**src/rtl/fifo_funnel_pkg.sv**
```systemverilog
// Shared constants and state type for the wide-word to narrow-beat funnel.
package fifo_funnel_pkg;

  localparam int unsigned DefaultWidth     = 128;
  localparam int unsigned DefaultDataWidth = 32;

  typedef enum logic {
    StEmpty = 1'b0,
    StBusy  = 1'b1
  } state_e;

endpackage

```
**src/rtl/fifo_funnel.sv**
```systemverilog
// Pops one wide word from an upstream FIFO and streams it downstream as
// width/dataWidth beats, LSB beat first. width must be 2..16 times dataWidth.
module fifo_funnel
  import fifo_funnel_pkg::*;
#(
  parameter int unsigned width     = DefaultWidth,
  parameter int unsigned dataWidth = DefaultDataWidth
) (
  input  logic                 CLK,
  input  logic                 RST,
  input  logic [width-1:0]     in_first,
  input  logic                 in_first__RDY,
  input  logic                 in_deq__RDY,
  output logic                 in_deq__ENA,
  output logic                 out_enq__ENA,
  output logic [dataWidth-1:0] out_enq_v,
  input  logic                 out_enq__RDY
);

  localparam int unsigned N    = width / dataWidth;
  localparam int unsigned IdxW = (N > 1) ? $clog2(N) : 1;
  localparam logic [IdxW-1:0] LastIdx = IdxW'(N - 1);

  state_e                      state_q, state_d;
  logic   [IdxW-1:0]           idx_q, idx_d;
  logic   [width-1:0]          hold_q, hold_d;
  logic   [N-1:0][dataWidth-1:0] beats;
  logic                        last_beat;

  always_comb begin
    beats     = hold_q;
    out_enq_v = beats[idx_q];
  end

  // Handshakes depend only on state and RDY inputs, never on in_first.
  always_comb begin
    last_beat    = (idx_q == LastIdx);
    out_enq__ENA = (state_q == StBusy) & out_enq__RDY & ~RST;
    in_deq__ENA  = in_deq__RDY & in_first__RDY & ~RST &
                   ((state_q == StEmpty) | ((state_q == StBusy) & last_beat & out_enq__RDY));

    state_d = state_q;
    idx_d   = idx_q;
    hold_d  = hold_q;
    if (in_deq__ENA) begin
      // Covers the no-bubble reload when the last beat leaves this cycle.
      state_d = StBusy;
      idx_d   = '0;
      hold_d  = in_first;
    end else if (out_enq__ENA) begin
      if (last_beat) begin
        state_d = StEmpty;
        idx_d   = '0;
      end else begin
        idx_d = idx_q + IdxW'(1);
      end
    end
  end

  always_ff @(posedge CLK) begin
    if (RST) begin
      state_q <= StEmpty;
      idx_q   <= '0;
    end else begin
      state_q <= state_d;
      idx_q   <= idx_d;
    end
  end

  // Hold contents are don't-care after reset, so no reset term here.
  always_ff @(posedge CLK) begin
    hold_q <= hold_d;
  end

endmodule

```
**config.mk**
```make
export PLATFORM = sky130hd
export DESIGN_NAME = fifo_funnel
export DESIGN_NICKNAME = d
export VERILOG_FILES = /design/src/rtl/fifo_funnel_pkg.sv /design/src/rtl/fifo_funnel.sv
export SDC_FILE = /design/constraint.sdc
export NUM_CORES = 1
export LEC_CHECK = 0
export ABC_AREA = 0
export CAP_MARGIN = 15
export CORE_MARGIN = 8
export CORE_UTILIZATION = 48
export DETAILED_ROUTE_END_ITERATION = 6
export GPL_TIMING_DRIVEN = 0
export PLACE_DENSITY = 0.84
export SLEW_MARGIN = 25
export SYNTH_ARGS = -nofsm -noshare
export SYNTH_HDL_FRONTEND = slang
export SYNTH_SLANG_ARGS = --single-unit
```
**constraint.sdc**
```tcl
create_clock -name CLK -period 14.59 [get_ports CLK]
set_clock_uncertainty 0.05 [all_clocks]
set_input_delay 2.918 -clock CLK [delete_from_list [all_inputs] [get_ports CLK]]
set_output_delay 2.918 -clock CLK [all_outputs]
set_load 0.05 [all_outputs]
```
==> results of run 1 <==
[per-layer routing]
| metal | vias to the layer above | wire [um] |
|---|---|---|
| met1 | 1285 | 3800 |
| met2 | 110 | 5850 |
| met3 | 16 | 1030 |
| li1 | 1187 | - |
| met4 | 2 | 157 |
| met5 | - | 13 |
[synthesized netlist by cell type]
library cell and number:
or3_1 1, dfxtp_1 3, a21oi_1 2, edfxtp_1 128, buf_2 3, nor3_1 1
mux4_1 12, mux2i_1 1, nand2_1 4, nor2b_1 1, ha_1 1, mux4_2 20
buf_8 1, buf_6 3, clkbuf_1 1, nand3b_1 1, inv_1 1, a211oi_2 1
[through the flow]
| step | std cells | cell area (um^2) | hold slack (ns) |
|---|---|---|---|
| finish | 520 | 7300 | 0.424 |
| global route | 520 | 7300 | 0.453 |
| CTS | 520 | 7300 | 0.425 |
| detailed placement | 489 | 6790 | 0.417 |
| global placement | 484 | 6650 | 0.407 |
| floorplan | 185 | 4830 | 0.389 |
[flip-flops by register name (all words and copies together), names as in the netlist]
register  cells
state_q       1
idx_q         2
beats       128
[cells by family (layout without fill, tap and decap cells)]
kind of cell,after synthesis,count (layout)
AND/OR/NAND/NOR,8,8
AO/OA/AOI/OAI,3,3
adder cells (fa/ha/maj),1,1
buffers and inverters,9,211
flip-flops,131,131
multiplexers,33,33
[report_power, final]
group	total (uW)	internal, uW	switching [uW]	leakage (uW)
registers	428	426	2.41	0.00120
logic	73.8	45.1	28.7	0.000994
clock network	364	220	143	0.000252
[tightest hold or removal path, cell delays in order, from the launching register on]
cell	delay (ns)
dfxtp_1	0.32
nand2_1	0.06
a21oi_1	0.05
[how the worst min path moves through the flow]
stage          slack, ns    start       to  depth (start not counted)
5_1_grt             0.45  state_q  state_q                          2
4_1_cts             0.42  state_q  state_q                          2
2_1_floorplan       0.39  state_q  state_q                          2
3_5_place_dp        0.42  state_q  state_q                          2
6_report            0.42  state_q  state_q                          2
3_3_place_gp        0.41  state_q  state_q                          2
[area by class of cell]
class	count	area share, %
Clock buffer	18	5.72
Buffer	8	0.925
Clock inverter	13	1.30
Timing Repair Buffer	171	24.5
Multi-Input combinational cell	45	11.8
Tap cell	133	2.28
Inverter	1	0.0514
Sequential cell	131	53.4
==> metrics.txt, run 1 <==
final core occ=about 75%; Final Worst Setup Slack=5.99 ns; Post-Syn Instances=~190; HP Class=flip-flop to flip-flop; Max VDD drop=approximately 0.077 mV; area of the multi-input gates=around 860 um^2; Pwr Density=118 nW/um^2; gr ovfl total=0; # hold bufs at CTS=0; CTS tree=done; Final Max Slew Viols=0; die area=between 10,000 and 15,000 um^2; Slowest-stage cell, CP=clkdlybuf4s50_1; share of cells above drive strength 1=between 15 and 20%; clock-pin slew on the worst setup and hold paths=around 0.06 ns; met3 Use GR=between 8 and 9%; register area share after synthesis=80.9%; Core ar.=about 9800 um^2; Critical Path RT=between 10 and 15 ns; Synth Cell Area=between 4000 and 5000 um^2; first-pass GRT wire length=16,200 um; Place WS=6.00 ns; Worst-Margin Slew=0.553 ns; Synth Area in Adders=less than 1%; crit path cell chain=clkdlybuf4s50_1, nand2_1, a21oi_1, nor2b_4, buf_16, buf_12, clkdlybuf4s50_1; Post-Synth Simple-Gate Area=less than 1%; Post-route DRC=0; height of the chip=116 um; antenna violations before repair=1; via/cell ratio=5.00; CP max stage delay=between 0.8 and 0.9 ns; YS warnings=0; IO buf count=166; Post-CTS Resized=0; GR peak layer=met2; crit-path most repeated cell=clkdlybuf4s50_1; mux cell area share after synthesis=between 15 and 20%; GR Util met2=between 20% and 30%; setup tns final=0 ns; Synth Area in Compound Gates=less than 1%; WP data arrival=between 5 and 6 ns; fillers=about 580; Startpoint Class=input port; Clk Latency, worst-skew pair=0.50 ns; Pre-antenna DRT Iters=4; largest family of logic cells by synthesized area=multiplexers; XOR/XNOR Fraction of Synth Area=0%; top-level port count=between 150 and 200; Fin. Hold Viols=0; clk buf depth=2; RSZ-0062 raised after global routing=no; Post-DRT Antenna Nets=0; gpl congestion=approximately 0.70; FF+latch area=slightly below 4000 um^2; most common cell after layout, fill and taps aside=clkdlybuf4s50_1; R2R setup slack=12.18 ns; Worst Setup End Kind=output port; static leakage=between 0.002 and 0.0025 uW; final net count=between 500 and 600; r2r worst-path depth=7; Yosys cell types=18; outcome=completed; met1 Use GR=17.4%; Post-CTS Setup Bufs=0; largest net degree at the start of global routing=29; CP max FO=27; maximum achievable frequency=around 0.12 GHz; number of global-route vias before repair=2,932; CP bufs+invs=4; Setup Viol. Count Final=0; Slew Limit Headroom=roughly 63%; row count=36; crit path launch=out_enq__RDY; total CTS buffers=17; Vias=between 2,000 and 3,000; commonest cells after routing, fill and taps aside=clkdlybuf4s50_1, edfxtp_1, mux4_2, clkbuf_16, mux4_1; Mapped Nets=319; largest area contributor in the netlist=edfxtp_1; Antenna diodes=0; r2r endpoint=beats[3]; Initial Util=49.4%; Critical Path End=in_deq__ENA; CP top delay family=buffers and inverters; Detail Placement HPWL=8310 um; die extent in x=116 um; top cells by area, synth=edfxtp_1, mux4_2, mux4_1; clock net sink count=between 100 and 150; synth-to-layout area growth=51.4%; Routed wire per std cell=approximately 21 um; top-area cell type share of the netlist area=between 70% and 80%; GRT Overall Usage=about 17%; DRT Wirelength=roughly 11,000 um; Power, Total=between 800 and 900 uW; synthesis-stage register bit count=roughly 130; number of cells on the critical path=7; Root Driver=clkbuf_8; Max Cap Violations=0; crit share post-route=roughly 59%; reg2reg start=idx_q[0]; fin crit period=~8.6 ns; syn_area_per_cell=around 26 um^2; WS Path Type=input port to output port; H-tree levels=4; DR iter-0 viols=194
No activity file was read; power rests on OpenSTA's default activity.
==> run 2, diff against run 1 <==
--- a/config.mk
+++ b/config.mk
@@ -8,10 +8,10 @@
 export ABC_AREA = 0
 export CAP_MARGIN = 15
 export CORE_MARGIN = 8
-export CORE_UTILIZATION = 48
+export CORE_UTILIZATION = 41
 export DETAILED_ROUTE_END_ITERATION = 6
 export GPL_TIMING_DRIVEN = 0
-export PLACE_DENSITY = 0.84
+export PLACE_DENSITY = 0.76
 export SLEW_MARGIN = 25
 export SYNTH_ARGS = -nofsm -noshare
 export SYNTH_HDL_FRONTEND = slang
==> constraint.sdc (replaced) <==
create_clock -name CLK -period 7.8 [get_ports CLK]
set_clock_uncertainty 0.05 [all_clocks]
set_input_delay 1.56 -clock CLK [delete_from_list [all_inputs] [get_ports CLK]]
set_output_delay 1.56 -clock CLK [all_outputs]
set_load 0.05 [all_outputs]
==> metrics.txt, run 2 (synthesis gave the netlist of run 1 again) <==
Cells after DPL=500 (was 489); DR iter-0 viols=161 (was 194); Slew Limit Headroom=60.4% (was 63.0%); fillers=792 (was 577); fin crit period=approximately 5.9 ns; first-pass GRT wire length=16,500 um (was 16,200 um); Worst Setup End Kind=output port (unchanged); Final Max Slew Viols=0 (unchanged); largest net degree at the start of global routing=26 (was 29); final core occ=64.7% (was 74.7%); Vias=2,635 (was 2,600); Antenna diodes=0 (unchanged); top-level port count=167 (unchanged); final net count=510 (was 509); gr ovfl total=0 (unchanged); number of global-route vias before repair=3,017 (was 2,932); # hold bufs at CTS=0 (unchanged); clk buf depth=2 (unchanged); RSZ-0062 raised after global routing=no (unchanged); commonest cells after routing, fill and taps aside=clkdlybuf4s50_1, edfxtp_1, mux4_2, clkbuf_16, mux4_1 (unchanged); CP max FO=21 (was 27); Post-CTS Resized=0 (unchanged); Post-route DRC=0 (unchanged); Int Power=1370 uW (was 691 uW); maximum achievable frequency=~0.17 GHz; DRT met1 WL=4100 um (was 3800 um); crit share post-route=about 75%; Post-CTS Setup Bufs=0 (unchanged); max layer used=met5 (unchanged); HP Class=flip-flop to flip-flop (unchanged); total CTS buffers=17 (unchanged); height of the chip=124 um (was 116 um); Fin. Hold Viols=0 (unchanged); Critical Path RT=6.19 ns (was 11.62 ns); Max Cap Violations=0 (unchanged); DRT Wirelength=10,700 um (was 10,900 um); die extent in x=124 um (was 116 um); Detail Placement HPWL=7970 um (was 8310 um); Core ar.=11,500 um^2 (was 9770 um^2); Worst-Margin Slew=0.592 ns (was 0.553 ns); via/cell ratio=4.95 (was 5.00); Sequential Power Share=46.9% (was 49.4%); Psw=332 uW (was 174 uW); static leakage=0.00249 uW (was 0.00244 uW); Clk Latency, worst-skew pair=0.40 ns (was 0.50 ns); combinational share of power=8.2% (was 8.5%); die area=15,500 um^2 (was 13,500 um^2); Clock Power Share=44.9% (was 42.0%); IO buf count=166 (unchanged); Pwr Density=230 nW/um^2 (was 118 nW/um^2); most common cell after layout, fill and taps aside=clkdlybuf4s50_1 (unchanged); area of the multi-input gates=858 um^2 (unchanged); gpl congestion=0.691 (was 0.699); WP data arrival=4.24 ns (was 5.63 ns); WS Path Type=input port to output port (unchanged); Routed wire per std cell=20.1 um (was 20.9 um); FF+latch area=3900 um^2 (unchanged); Max VDD drop=0.192 mV (was 0.0773 mV); Post-DRT Antenna Nets=0 (unchanged); Root Driver=clkbuf_16 (was clkbuf_8); GRT Overall Usage=14.1% (was 16.8%); non-filler instance count after layout=532 (was 520); Pre-antenna DRT Iters=4 (unchanged); met3 wire len=940 um (was 1030 um); H-tree levels=4 (unchanged); Setup Viol. Count Final=0 (unchanged); Switching Share=19.4% (was 20.1%); outcome=completed (unchanged); Initial Util=42.1% (was 49.4%); clock net sink count=131 (unchanged); antenna violations before repair=1 (unchanged); synth-to-layout area growth=53.7% (was 51.4%); share of cells above drive strength 1=16.7% (was 15.8%); CTS tree=done (unchanged); number of flip-flops in the largest register=128 (unchanged); setup tns final=0 ns (unchanged); metal2 WL=5560 um (was 5850 um); Startpoint Class=input port (unchanged); row count=39 (was 36); clock-pin slew on the worst setup and hold paths=0.05 ns (was 0.06 ns)
-- run 2: cell count changes in the layout (fill, tap and decap cells not counted) --
cell        before  now
clkinv_1         3    0
buf_16           4    6
clkbuf_8         1    3
buf_12           1    0
bufinv_16        1    2
clkbuf_1         2    3
clkbuf_16       16   17
clkinvlp_4       2    1
-- run 2: power groups by stage --
stage | registers (uW) | logic [uW] | clock network, uW
after floorplan | 816 | 47.2 | 0
after global placement | 817 | 129 | 0
after detailed placement | 815 | 140 | 0
after CTS | 800 | 141 | 784
after global routing | 801 | 146 | 814
final | 800 | 139 | 766
-- run 2: final timing paths --
kind                              startpoint     endpoint  slack (ns)  cells past startpoint
worst max-delay path            out_enq__RDY  in_deq__ENA        1.95                      7
worst min-delay path                 state_q      state_q        0.43                      2
worst max register to register      idx_q[0]    beats[10]        5.42                      7
worst min register to register       state_q      state_q        0.43                      2
-- run 2: metrics by stage --
stage / worst slack [ns] / power [uW] / hold WS (ns) / area (um^2)
2_1_floorplan: 0.654 / 863 / 0.389 / 4830
6_report: 1.95 / 1710 / 0.433 / 7420
3_5_place_dp: 1.94 / 955 / 0.426 / 6840
3_3_place_gp: -2.03 / 946 / 0.410 / 6670
5_1_grt: 1.81 / 1760 / 0.493 / 7420
4_1_cts: 1.93 / 1730 / 0.433 / 7420
-- run 2: routing by layer --
metal | vias to the layer above | global-route usage (%)
met5 | - | 0
met4 | 2 | 4.46
met3 | 11 | 7.32
met2 | 116 | 23.9
met1 | 1310 | 14.9
li1 | 1196 | -
-- run 2: area by class of cell --
type / count / share of cell area [%]
Sequential cell: 131 / 52.6
Tap cell: 143 / 2.41
Multi-Input combinational cell: 45 / 11.6
Buffer: 8 / 0.911
Timing Repair Buffer: 172 / 24.6
Clock buffer: 22 / 6.39
Clock inverter: 10 / 1.43
Inverter: 1 / 0.0506
-- run 2: critical path: stages --
cell and delay [ns]:
clkdlybuf4s50_1 0.52, nand2_1 0.08, a21oi_1 0.26, nor2b_4 0.58, buf_16 0.23, buf_16 0.17, clkdlybuf4s50_1 0.82
==> run 3, diff against run 2 <==
==> constraint.sdc (replaced) <==
create_clock -name CLK -period 5 [get_ports CLK]
set_clock_uncertainty 0.05 [all_clocks]
set_input_delay 1 -clock CLK [delete_from_list [all_inputs] [get_ports CLK]]
set_output_delay 1 -clock CLK [all_outputs]
set_load 0.05 [all_outputs]
==> metrics.txt, run 3 (synthesis gave the netlist of run 1 again) <==
Antenna diodes=0 (unchanged); met3 Use GR=7.36% (was 7.32%); Max VDD drop=0.327 mV (was 0.192 mV); worst hold endpoint=state_q (unchanged); Worst Hold Depth=2 (unchanged); CP max FO=14 (was 21); DRT Wirelength=10,500 um (was 10,700 um); GRT Overall Usage=13.9% (was 14.1%); die extent in x=124 um (unchanged); # hold bufs at CTS=0 (unchanged); Slew Limit Headroom=62.9% (was 60.4%); Post-DRT Antenna Nets=0 (unchanged); fin crit period=4.35 ns; clock-pin slew on the worst setup and hold paths=0.05 ns (about the same); Startpoint Class=input port (unchanged); antenna violations before repair=0 (was 1); IO buf count=166 (unchanged); Power, Total=2710 uW (was 1710 uW); gr ovfl total=0 (unchanged); Vias=2,601 (was 2,635); GR Util met2=22.9% (was 23.9%); Placed Instance Area=6800 um^2 (was 6840 um^2); largest net degree at the start of global routing=30 (was 26); Pwr Density=367 nW/um^2 (was 230 nW/um^2); row count=39 (unchanged); die area=15,500 um^2 (unchanged); maximum achievable frequency=~0.23 GHz; Initial Util=42.1% (unchanged); Hold Crit Start=state_q (unchanged); DR iter-0 viols=174 (was 161); Post-route DRC=0 (unchanged); Root Driver=clkbuf_16 (unchanged); static leakage=0.00247 uW (was 0.00249 uW); Max Cap Violations=0 (unchanged); GR peak layer=met2 (unchanged); first-pass GRT wire length=16,200 um (was 16,500 um); Detail Placement HPWL=7730 um (was 7970 um); reg2reg start=idx_q[0] (unchanged); Core ar.=11,500 um^2 (unchanged); number of global-route vias before repair=2,919 (was 3,017); Setup Viol. Count Final=0 (unchanged); Post-CTS Setup Bufs=0 (unchanged); WP data arrival=3.30 ns (was 4.24 ns); R2R setup slack=2.58 ns (was 5.42 ns); H-tree levels=4 (unchanged); design area=7390 um^2 (was 7420 um^2); Fin. Hold Viols=0 (unchanged); Post-CTS Resized=0 (unchanged); clk buf depth=2 (unchanged); r2r worst-path depth=7 (unchanged); height of the chip=124 um (unchanged); Final Max Slew Viols=0 (unchanged); WS Path Type=input port to output port (unchanged); number of flip-flops in the largest register=128 (unchanged); commonest cells after routing, fill and taps aside=clkdlybuf4s50_1, edfxtp_1, mux4_2, clkbuf_16, mux4_1 (unchanged); Critical Path RT=3.95 ns (was 6.19 ns); met1 Use GR=14.8% (was 14.9%); Worst Setup End Kind=output port (unchanged); r2r endpoint=beats[74] (was beats[10]); top-level port count=167 (unchanged); HP Class=flip-flop to flip-flop (unchanged); Worst-Margin Slew=0.554 ns (was 0.592 ns); RSZ-0062 raised after global routing=no (unchanged); Pre-antenna DRT Iters=4 (unchanged); Routed wire per std cell=19.7 um (was 20.1 um); gpl congestion=0.694 (was 0.691); Clk Latency, worst-skew pair=0.40 ns (about the same); crit share post-route=roughly 87%; outcome=completed (unchanged); clock net sink count=131 (unchanged); final net count=509 (was 510); via/cell ratio=4.90 (was 4.95); CTS tree=done (unchanged); share of cells above drive strength 1=15.5% (was 16.7%); synth-to-layout area growth=53.2% (was 53.7%); total CTS buffers=17 (unchanged); most common cell after layout, fill and taps aside=clkdlybuf4s50_1 (unchanged)
-- run 3: changes by cell type in the layout (fill, tap and decap cells not counted), sizes merged --
cell,previous run,this run
buf,13,12
bufinv,2,4
clkbuf,23,20
clkinvlp,1,2
-- run 3: worst max path at each step --
stage / to / cells past startpoint / start / slack, ns
floorplan: in_deq__ENA / 3 / out_enq__RDY / 0.46
global placement: in_deq__ENA / 5 / out_enq__RDY / -1.67
detailed placement: in_deq__ENA / 5 / out_enq__RDY / 0.66
CTS: in_deq__ENA / 5 / out_enq__RDY / 0.65
global route: in_deq__ENA / 5 / out_enq__RDY / 0.50
finish: in_deq__ENA / 5 / out_enq__RDY / 0.65
-- run 3: metrics by stage --
step	setup slack, ns	hold WS [ns]	TNS [ns]	std cells	utilization (%)
after global routing	0.497	0.443	0	531	64.5
after floorplan	0.461	0.389	0	185	-
final	0.654	0.427	0	531	64.5
after detailed placement	0.658	0.416	0	499	59.3
after global placement	-1.67	0.406	-1.67	494	58.2
after CTS	0.652	0.425	0	531	64.5
-- run 3: routing by layer --
| metal | wire length (um) | share of wire [%] |
|---|---|---|
| met5 | 0 | 0 |
| met4 | 170 | 1.6 |
| met3 | 894 | 8.6 |
| met2 | 5330 | 51 |
| met1 | 4060 | 39 |
-- run 3: cell type report --
class                   instances  area, um^2
well taps                     143         179
multi-input cells              45         858
inverters                       1        3.75
repair buffers                171        1780
clock buffers                  19         433
plain buffers                   8        67.6
clock inverters                13         165
flip-flops and latches        131        3900
fillers                       777        4070
-- run 3: report_power, final --
group	internal, uW	leakage, uW	total, uW	switching, uW
Clock	823	0.000287	1250	428
Combinational	131	0.000991	214	82.7
Sequential	1240	0.00120	1250	6.30
Total	2200	0.00247	2710	517
-- run 3: critical path: stages --
cell	delay, ns
clkdlybuf4s50_1	0.50
nand2_1	0.08
a21oi_1	0.27
nor2b_4	0.52
clkdlybuf4s50_1	0.91
